[config.mk]
export PLATFORM = sky130hd
export DESIGN_NAME = mem_line_reader
export DESIGN_NICKNAME = d
export VERILOG_FILES = /design/src/rtl/mem_line_reader_pkg.sv /design/src/rtl/vc_mem_msgs.sv /design/src/rtl/mem_line_fifo.sv /design/src/rtl/mem_line_reader.sv
export SDC_FILE = /design/constraint.sdc
export NUM_CORES = 1
export LEC_CHECK = 0
export CORE_MARGIN = 1.5
export CORE_UTILIZATION = 25
export DETAILED_ROUTE_END_ITERATION = 10
export HOLD_SLACK_MARGIN = 0.05
export PLACE_DENSITY_LB_ADDON = 0.25
export SETUP_SLACK_MARGIN = 0.4
export SLEW_MARGIN = 10
export SYNTH_ARGS = -nofsm -noshare
export SYNTH_HDL_FRONTEND = slang
export SYNTH_SLANG_ARGS = --single-unit
[constraint.sdc]
create_clock -name clk -period 7.6 [get_ports clk]
set_input_delay 0.76 -clock clk [delete_from_list [all_inputs] [get_ports clk]]
set_output_delay 0.76 -clock clk [all_outputs]
set_load 0.005 [all_outputs]
[src/rtl/mem_line_reader_pkg.sv]
// Shared state encoding and address helper for the line reader.
package mem_line_reader_pkg;

  typedef enum logic {IDLE, RUN} state_t;

  localparam int LINE_BYTES = 16;

  // Byte address of line idx relative to a line-aligned base; wraps mod 2^32.
  function automatic logic [31:0] line_addr(input logic [31:0] base, input logic [31:0] idx);
    return base + idx * 32'(LINE_BYTES);
  endfunction

endpackage

[src/rtl/vc_mem_msgs.sv]
// Shared 16-byte memory request/response message formats used by all
// initiators and responders on the val/rdy memory interface.
package vc_mem_msgs;

  localparam logic [3:0] MEM_TYPE_READ  = 4'd0;
  localparam logic [3:0] MEM_TYPE_WRITE = 4'd1;
  localparam logic [3:0] MEM_TYPE_INIT  = 4'd2;

  // len=0 encodes a full 16-byte access.
  typedef struct packed {
    logic [3:0]   type_;
    logic [7:0]   opaque;
    logic [31:0]  addr;
    logic [3:0]   len;
    logic [127:0] data;
  } mem_req_16B_t;

  typedef struct packed {
    logic [3:0]   type_;
    logic [7:0]   opaque;
    logic [1:0]   test;
    logic [3:0]   len;
    logic [127:0] data;
  } mem_resp_16B_t;

endpackage

[src/rtl/mem_line_fifo.sv]
// Synchronous FIFO holding returned lines plus their last-line marker.
module mem_line_fifo #(
  parameter int W     = 129,
  parameter int DEPTH = 4
) (
  input  logic                     clk,
  input  logic                     rst_n,
  input  logic                     push,
  input  logic [W-1:0]             push_data,
  input  logic                     pop,
  output logic [W-1:0]             head,
  output logic [$clog2(DEPTH):0]   count
);

  localparam int AW = $clog2(DEPTH);
  localparam int CW = AW + 1;

  logic [W-1:0]  mem [DEPTH];
  logic [AW-1:0] wr_ptr;
  logic [AW-1:0] rd_ptr;
  logic          do_push;
  logic          do_pop;

  assign do_push = push && (count != CW'(DEPTH));
  assign do_pop  = pop && (count != '0);
  assign head    = mem[rd_ptr];

  always_ff @(posedge clk) begin
    if (do_push) mem[wr_ptr] <= push_data;
  end

  // DEPTH is a power of two, so pointers wrap naturally.
  always_ff @(posedge clk or negedge rst_n) begin
    if (!rst_n) begin
      wr_ptr <= '0;
      rd_ptr <= '0;
      count  <= '0;
    end else begin
      if (do_push) wr_ptr <= wr_ptr + AW'(1);
      if (do_pop)  rd_ptr <= rd_ptr + AW'(1);
      case ({do_push, do_pop})
        2'b10:   count <= count + CW'(1);
        2'b01:   count <= count - CW'(1);
        default: count <= count;
      endcase
    end
  end

endmodule

[src/rtl/mem_line_reader.sv]
// Reads a run of sequential 16B lines from a val/rdy memory and streams them
// out in order, using a credit limit so returned lines always have space.
module mem_line_reader
  import vc_mem_msgs::*;
  import mem_line_reader_pkg::*;
#(
  parameter int DEPTH = 4,
  parameter int CNT_W = 16
) (
  input  logic               clk,
  input  logic               rst_n,
  input  logic               cmd_val,
  output logic               cmd_rdy,
  input  logic [31:0]        cmd_addr,
  input  logic [CNT_W-1:0]   cmd_lines,
  output mem_req_16B_t       memreq_msg,
  output logic               memreq_val,
  input  logic               memreq_rdy,
  input  mem_resp_16B_t      memresp_msg,
  input  logic               memresp_val,
  output logic               memresp_rdy,
  output logic [127:0]       out_data,
  output logic               out_val,
  input  logic               out_rdy,
  output logic               out_last,
  output logic               busy,
  output logic               err
);

  localparam int CW = $clog2(DEPTH) + 1;

  // Valid/ready: a transfer happens on a rising edge where val && rdy; every
  // valid here is derived from registered state only, never from a ready.
  state_t           state;
  logic [31:0]      base;
  logic [CNT_W-1:0] lines;
  logic [CNT_W-1:0] issued;
  logic [CNT_W-1:0] received;
  logic [CNT_W-1:0] delivered;
  logic [CNT_W-1:0] inflight;
  logic [CW-1:0]    fifo_count;
  logic [128:0]     fifo_head;
  logic [128:0]     push_data;
  logic             cmd_fire;
  logic             req_fire;
  logic             resp_ok;
  logic             push;
  logic             out_fire;
  logic             unused;

  assign inflight    = issued - delivered;
  assign cmd_rdy     = (state == IDLE);
  assign busy        = (state == RUN);
  assign memresp_rdy = 1'b1;
  assign memreq_val  = (state == RUN) && (issued < lines) && (inflight < CNT_W'(DEPTH));

  assign cmd_fire = cmd_val && cmd_rdy;
  assign req_fire = memreq_val && memreq_rdy;
  assign resp_ok  = (state == RUN) && (received < lines);
  assign push     = memresp_val && resp_ok;
  assign out_fire = out_val && out_rdy;

  assign push_data = {received == (lines - CNT_W'(1)), memresp_msg.data};
  assign out_val   = (fifo_count != '0);
  assign out_data  = fifo_head[127:0];
  assign out_last  = out_val && fifo_head[128];

  assign unused = ^{cmd_addr[3:0], memresp_msg.opaque, memresp_msg.test, memresp_msg.len};

  // Message depends only on issued, so it holds steady through a stall.
  always_comb begin
    memreq_msg        = '0;
    memreq_msg.type_  = MEM_TYPE_READ;
    memreq_msg.opaque = issued[7:0];
    memreq_msg.addr   = line_addr(base, 32'(issued));
  end

  always_ff @(posedge clk or negedge rst_n) begin
    if (!rst_n) begin
      state     <= IDLE;
      base      <= '0;
      lines     <= '0;
      issued    <= '0;
      received  <= '0;
      delivered <= '0;
      err       <= 1'b0;
    end else begin
      if (req_fire) issued    <= issued + CNT_W'(1);
      if (push)     received  <= received + CNT_W'(1);
      if (out_fire) delivered <= delivered + CNT_W'(1);
      case (state)
        IDLE: begin
          if (cmd_fire && (cmd_lines != '0)) begin
            base      <= {cmd_addr[31:4], 4'b0};
            lines     <= cmd_lines;
            issued    <= '0;
            received  <= '0;
            delivered <= '0;
            err       <= 1'b0;
            state     <= RUN;
          end
        end
        RUN: begin
          if (out_fire && out_last) state <= IDLE;
        end
        default: state <= IDLE;
      endcase
      // A bad or unsolicited response outranks the clear on command accept.
      if (memresp_val && (!resp_ok || (memresp_msg.type_ != MEM_TYPE_READ))) err <= 1'b1;
    end
  end

  mem_line_fifo #(
    .W     (129),
    .DEPTH (DEPTH)
  ) u_fifo (
    .clk       (clk),
    .rst_n     (rst_n),
    .push      (push),
    .push_data (push_data),
    .pop       (out_fire),
    .head      (fifo_head),
    .count     (fifo_count)
  );

endmodule
==> run metrics, run 1 <==
status finished clean; max-slew violations 0; Final ANT Viol Nets 0; Crit Path Category flop to output pin; Max-cap violations 0; filler cell count 10492; worst reg2reg endpoint u_fifo.mem[0][28]$_DFFE_PP_; initial antenna violation count 11; R2R Setup Slk 2.89 ns; largest net degree at the start of global routing 123; R2R depth 10; post-cts resize count 0; die height 331.6 µm; fmax 182.3 MHz; clock sink total 617; Synth Cell Area 0.02699 mm²; worst-path maximum fanout 7; DR pass1 iterations 5; dpl cell area 0.03162 mm²; number of global-route vias before repair 16074; IO buf count 351; final hold vios 0; H-tree levels 3; Worst slew margin 0.2333; VDD IR-drop max 0.2455 mV; final critical-path share of the clock period 0.7217; Internal 0.008581 W; CP Data Arrival Time 4.72 ns; Async SR Flop Fraction 0.1637; wirelength, routed 66500 µm; Post-Route Setup TNS 0 ns; Die Span X 331.6 µm; via count 15266; startpoint types flop; ant diodes 0; Crit. End Element output pin; Slew @ Worst Pin 1.150 ns; clk slew on worst S/H paths 0.06 ns; Unique masters post-synth 65; mean post-synth cell area 15.91 µm²; Seq pwr share 0.385; worst path required time 6.84 ns; number of vias per cell 4.323; Top-Level Pins 511; clk root buf clkbuf_16; placer congestion estimate 0.7954; Final Net Count 2342; worst hold-check path type input pin to async pin; Setup Buffers After CTS 0; dpl cells 3398; gr usage total 0.1197; Tmin final 5.485 ns; Longest Clk Path Bufs 3; P&R area growth vs syn 25.94%; Worst Setup EP memreq_msg[160]; WL/cell 18.83 µm; Initial Util 0.2522; hpwl dp 41620 µm; TritonCTS buffer count 73; Setup-failing EPs final 0; leakage power total 12.13 nW; top_reg_cell synth edfxtp_1; Clock power frac 0.282; Final Cell Area 0.03400 mm²; core box area 0.1071 mm²; total gr overflow 0; share of cells above drive strength 1 0.1245; Post-Synthesis Cells 1697; hold bufs inserted after CTS 0; EDFF count, synth 516; clk_lat worst skew 0.62 ns; yosys warns 0; Sw Ratio 0.3031; #FFs+latches synth 617; Net Sw Power 0.003732 W; RR Startpoint lines[14]$_DFFE_PN0P_; CTS tree done; unrepaired setup endpoints after global routing false; Setup Skew 0.02686 ns; DR DRC count 0; DRT iter0 DRCs 878; final non-filler cell total 3531; Die Area 0.1100 mm²; P per Cell Area 362.2 mW/mm²; worst setup path start issued[0]$_DFF_PN0_; Comb pwr share 0.333; Row Count 120; first-pass GRT wire length 100200 µm; share of the yosys chip area belonging to registers 0.6676; Tot Pwr 0.01231 W
-- state kept, by name, indices dropped and copies added (netlist names), 2 cells and up --
| name | count |
|---|---|
| u_fifo.mem | 516 |
| received | 16 |
| base | 28 |
| delivered | 16 |
| u_fifo.count | 3 |
| issued | 16 |
| lines | 16 |
| u_fifo.wr_ptr | 2 |
| u_fifo.rd_ptr | 2 |
-- cell usage in the layout (no fill, tap or decap), types with 57 or more instances in the layout --
master,n
nand2_1,149
edfxtp_1,516
clkdlybuf4s50_1,350
dfrtp_1,99
conb_1,141
nor2_1,72
xnor2_1,57
clkbuf_16,73
ha_1,70
mux4_2,129
-- critical path: stages, from the launching register on --
cell and delay, ns:
dfrtp_1 0.62, ha_1 0.26, inv_1 0.06, fa_1 0.40, nor2b_1 0.13, o21a_1 0.17
o21ai_0 0.14, a2111oi_0 0.78, o31a_1 0.26, a211o_1 0.16, a21oi_1 0.20, nor2_1 0.17
xor2_1 0.20, clkdlybuf4s50_1 0.53
-- Yosys cell counts, types with 5 or more instances --
| master | instances | area (µm²) |
|---|---|---|
| nand3_1 | 32 | 160.2 |
| dfrtp_1 | 101 | 2527 |
| nor3_1 | 18 | 90.09 |
| xor2_1 | 24 | 210.2 |
| edfxtp_1 | 516 | 15490 |
| mux2i_1 | 6 | 60.06 |
| o211ai_1 | 13 | 97.59 |
| xnor2_1 | 57 | 499.2 |
| inv_1 | 55 | 206.5 |
| o21ai_0 | 51 | 255.2 |
| buf_1 | 20 | 75.07 |
| clkbuf_1 | 30 | 112.6 |
| nand2_1 | 149 | 559.3 |
| nor2_1 | 72 | 270.3 |
| a21oi_1 | 28 | 140.1 |
| a21o_1 | 10 | 75.07 |
| nor4_1 | 11 | 68.82 |
| and2_1 | 13 | 81.33 |
| and3_1 | 20 | 125.1 |
| nand4_1 | 19 | 118.9 |
| o21a_1 | 9 | 67.56 |
| ha_1 | 70 | 875.8 |
| or4_1 | 14 | 105.1 |
| buf_4 | 149 | 1119 |
| mux4_2 | 129 | 2905 |
| and4_1 | 5 | 43.79 |
| or3_1 | 6 | 37.54 |
| a211oi_1 | 7 | 52.55 |
| nor2b_1 | 7 | 43.79 |
-- final cells by class --
cell class | count | area, µm² | share of cell area
well taps | 1403 | 1755 | 0.05164
multi-input cells | 962 | 7979 | 0.2347
flip-flops and latches | 617 | 18030 | 0.5303
repair buffers | 361 | 3649 | 0.1073
clock inverters | 49 | 499.2 | 0.01468
clock buffers | 84 | 1878 | 0.05524
inverters | 55 | 206.4 | 0.006073
-- cell families after synthesis --
| group | after synthesis | share of synthesized area |
|---|---|---|
| muxes | 135 | 0.1098 |
| AOI/OAI and AO/OA | 158 | 0.03949 |
| adders and majority gates | 72 | 0.03393 |
| DFF | 617 | 0.6676 |
| other | 2 | 0.0002782 |
| xor gates and xnor gates | 81 | 0.02628 |
| buffers and inverters | 257 | 0.05692 |
| and+or+nand+nor | 375 | 0.06563 |
-- power groups by stage --
stage	Combinational [W]	Clock [W]	Sequential, W
after floorplan	0.00223	0	0.00474
after global placement	0.00420	0	0.00477
after detailed placement	0.00421	0	0.00482
after CTS	0.00425	0.00361	0.00475
after global routing	0.00450	0.00372	0.00481
final	0.00410	0.00347	0.00474
-- layer usage --
layer  global-route usage  wire length, µm
met1               0.1394            26570
met2               0.1975            31710
met3              0.05256             6365
met4              0.03745             1724
met5                    0              134
-- worst min-delay path by stage --
stage	from	endpoint	slack, ns	cells past startpoint
2_1_floorplan	base[10]$_DFFE_PN0P_	base[10]$_DFFE_PN0P_	0.45	2
3_3_place_gp	base[9]$_DFFE_PN0P_	base[9]$_DFFE_PN0P_	0.46	2
3_5_place_dp	base[10]$_DFFE_PN0P_	base[10]$_DFFE_PN0P_	0.47	2
4_1_cts	rst_n	base[31]$_DFFE_PN0P_	0.05	1
5_1_grt	rst_n	base[31]$_DFFE_PN0P_	0.1	1
6_report	rst_n	base[20]$_DFFE_PN0P_	0.1	1
-- metrics by stage --
step                      utilization  setup WS [ns]  hold slack [ns]
after floorplan                     -          1.916           0.4497
after global placement         0.2953          2.822           0.4614
after detailed placement       0.2953          2.765           0.4675
after CTS                      0.3176          2.098          0.05436
after global routing           0.3176          1.810          0.09637
final                          0.3176          2.115          0.09915
Power figures use the tool's default switching activity.
==> run 2: changes to the inputs <==
==> constraint.sdc (replaced) <==
create_clock -name clk -period 4.6 [get_ports clk]
set_input_delay 0.46 -clock clk [delete_from_list [all_inputs] [get_ports clk]]
set_output_delay 0.46 -clock clk [all_outputs]
set_load 0.005 [all_outputs]
==> run 2 against run 1 <==
Sequential share of layout area decreased by 1.0 points. Critical path depth increased by 2. Cell count increased by 1.2%. Die area unchanged. Core utilization increased by 0.63 points. Critical path type unchanged. First-iteration DRC count decreased by 9.5%. Sequential power increased by 67%. Combinational power increased by 70%. Via count increased by 1.5%. Global-route usage increased by 0.32 points. Wire length increased by 2.4%. Clock power increased by 67%.
==> run metrics, run 2 (synthesized netlist as in run 1, its figures left out) <==
CP top delay family compound AO/OA/AOI/OAI gates (unchanged); Clock power frac 0.281 (was 0.282); Final Cell Area 0.03467 mm² (was 0.03400 mm²); CP Buf/Inv Count 4 (was 2); DR pass1 iterations 5 (unchanged); worst hold-check path type input pin to flop (was input pin to async pin); Slew @ Worst Pin 1.187 ns (was 1.150 ns); final non-filler cell total 3575 (was 3531); Final Net Count 2384 (was 2342); gr usage total 0.1230 (was 0.1197); register area 0.01803 mm² (about the same); Hold Path Depth 3; final critical-path share of the clock period 0.8818; DRT iter0 DRCs 795 (was 878); Post-Route Setup TNS 0 ns (unchanged); worst-path maximum fanout 3 (was 7); Worst slew margin 0.2086 (was 0.2333); max incr delay on CP 0.38 ns (was 0.78 ns); status finished clean (unchanged); CP Data Arrival Time 3.60 ns (was 4.72 ns); via count 15498 (was 15266); P per Cell Area 596.4 mW/mm² (was 362.2 mW/mm²); Longest Clk Path Bufs 3 (unchanged); VDD IR-drop max 0.3497 mV (was 0.2455 mV); die height 331.6 µm (unchanged); worst path required time 4.14 ns (was 6.84 ns); Critical Path, Cell by Cell ha_2 > inv_1 > fa_2 > nor2b_1 > o21a_1 > o21ai_2 > a2111oi_4 > buf_4 > o31a_1 > a211o_1 > a21oi_4 > buf_4 > nor2_1 > xor2_1 > dlygate4sd2_1 (was ha_1 > inv_1 > fa_1 > nor2b_1 > o21a_1 > o21ai_0 > a2111oi_0 > o31a_1 > a211o_1 > a21oi_1 > nor2_1 > xor2_1 > clkdlybuf4s50_1); clock sink total 617 (unchanged); Initial Util 0.2522 (unchanged); hold_sp cmd_addr[4]; Top-Level Pins 511 (unchanged); Setup Skew 0.02182 ns (was 0.02686 ns); clk root buf clkbuf_16 (unchanged); Max-cap violations 0 (unchanged); dpl cell area 0.03195 mm² (was 0.03162 mm²); Die Area 0.1100 mm² (unchanged); Seq pwr share 0.383 (was 0.385); final hold vios 0 (unchanged); hold endpoint base[4]$_DFFE_PN0P_; R2R depth 10 (unchanged); Crit-path slowest cell dfrtp_1 (was a2111oi_0); core box area 0.1071 mm² (unchanged); share of cells above drive strength 1 0.1554 (was 0.1245); worst reg2reg endpoint issued[10]$_DFF_PN0_ (was u_fifo.mem[0][28]$_DFFE_PP_); multi-input logic area 0.008125 mm² (was 0.007979 mm²); WL/cell 19.04 µm (was 18.83 µm); RR Startpoint issued[4]$_DFF_PN0_ (was lines[14]$_DFFE_PN0P_); R2R Setup Slk 0.66 ns (was 2.89 ns); first-pass GRT wire length 102700 µm (was 100200 µm); most common cell after layout, fill and taps aside edfxtp_1 (unchanged); hpwl dp 45760 µm (was 41620 µm); Tmin final 4.056 ns; placer congestion estimate 0.8333 (was 0.7954); Setup-failing EPs final 0 (unchanged); P&R area growth vs syn 28.42% (was 25.94%); Final Util 0.3238 (was 0.3176); total gr overflow 0 (unchanged); H-tree levels 3 (unchanged); Comb pwr share 0.336 (was 0.333); most frequent cells in the layout edfxtp_1, clkdlybuf4s50_1, nand2_1, conb_1, mux4_2 (unchanged); Largest Register u_fifo.mem (unchanged); Die Span X 331.6 µm (unchanged); max-slew violations 0 (unchanged); Largest regs u_fifo.mem (516), base (28) (unchanged); dpl cells 3425 (was 3398); Crit Path Category flop to output pin (unchanged); leakage power total 12.47 nW (was 12.13 nW); fmax 246.5 MHz; clk slew on worst S/H paths 0.05 ns (was 0.06 ns); Net Sw Power 0.006212 W (was 0.003732 W); Crit. End Element output pin (unchanged); unrepaired setup endpoints after global routing true (was false); wirelength, routed 68070 µm (was 66500 µm); DR DRC count 0 (unchanged); filler cell count 10386 (was 10492); Critical Path Most Common Cell buf_4; clk_lat worst skew 0.62 ns (about the same); number of global-route vias before repair 16599 (was 16074); initial antenna violation count 18 (was 11); TritonCTS buffer count 73 (unchanged); Row Count 120 (unchanged); max FFs per register 516 (unchanged); CTS tree done (unchanged); number of vias per cell 4.335 (was 4.323); Final ANT Viol Nets 0 (unchanged); startpoint types flop (unchanged); Sw Ratio 0.3005 (was 0.3031); largest net degree at the start of global routing 108 (was 123); Internal 0.01446 W (was 0.008581 W); IO buf count 351 (unchanged)
run 2: tightest hold or removal path, delay by kind of cell:
kind                   cells  cell delay [ns]
and+or+nand+nor            2             0.10
buffers and inverters      1             0.40
run 2: metal layers:
layer	wire, µm	global-route usage	vias up
li1	-	-	7042
met1	27030	0.1423	7805
met2	32720	0.2049	509
met3	6364	0.05478	116
met4	1766	0.03510	26
met5	185	0	-
run 2: power by group through the flow:
stage | Sequential [W] | Clock (W) | Combinational, W
4_1_cts | 0.00794 | 0.00604 | 0.00718
2_1_floorplan | 0.00776 | 0 | 0.00368
3_5_place_dp | 0.00804 | 0 | 0.00711
5_1_grt | 0.00804 | 0.00624 | 0.00761
6_report | 0.00791 | 0.00581 | 0.00695
3_3_place_gp | 0.00797 | 0 | 0.00708
run 2: layout make-up:
| cell class | count | area share |
|---|---|---|
| sequential | 617 | 0.5202 |
| multi-input combinational | 962 | 0.2344 |
| timing repair buffer | 403 | 0.1177 |
| clock buffer | 93 | 0.05843 |
| tap | 1403 | 0.05064 |
| clock inverter | 38 | 0.01245 |
| inverter | 55 | 0.005955 |
| antenna | 4 | 0.0002887 |
run 2: repair_timing:
action,4_1_cts,5_1_grt
pin swaps,10,12
hold buffers,1,0
setup endpoints to repair,17,13
hold endpoints to repair,65,0
resized for setup,34,24
setup buffers,9,5
run 2: worst max path at each step:
stage | startpoint | to | slack [ns] | cells past startpoint
floorplan | lines[14]$_DFFE_PN0P_ | u_fifo.mem[0][0]$_DFFE_PP_ | 0.33 | 9
global placement | issued[1]$_DFF_PN0_ | memreq_msg[156] | 0.45 | 13
detailed placement | issued[2]$_DFF_PN0_ | memreq_msg[156] | 0.45 | 12
CTS | issued[1]$_DFF_PN0_ | memreq_msg[157] | 0.40 | 12
global route | issued[1]$_DFF_PN0_ | memreq_msg[153] | 0.35 | 12
finish | issued[0]$_DFF_PN0_ | memreq_msg[162] | 0.54 | 15
run 2: per-stage QoR:
step | hold slack, ns | power, W | setup WS (ns)
finish | 0.3922 | 0.02067 | 0.5439
global route | 0.3406 | 0.02189 | 0.3527
CTS | 0.3303 | 0.02115 | 0.4015
detailed placement | 0.4744 | 0.01515 | 0.4502
global placement | 0.4627 | 0.01504 | 0.4516
floorplan | 0.1644 | 0.01144 | 0.3289
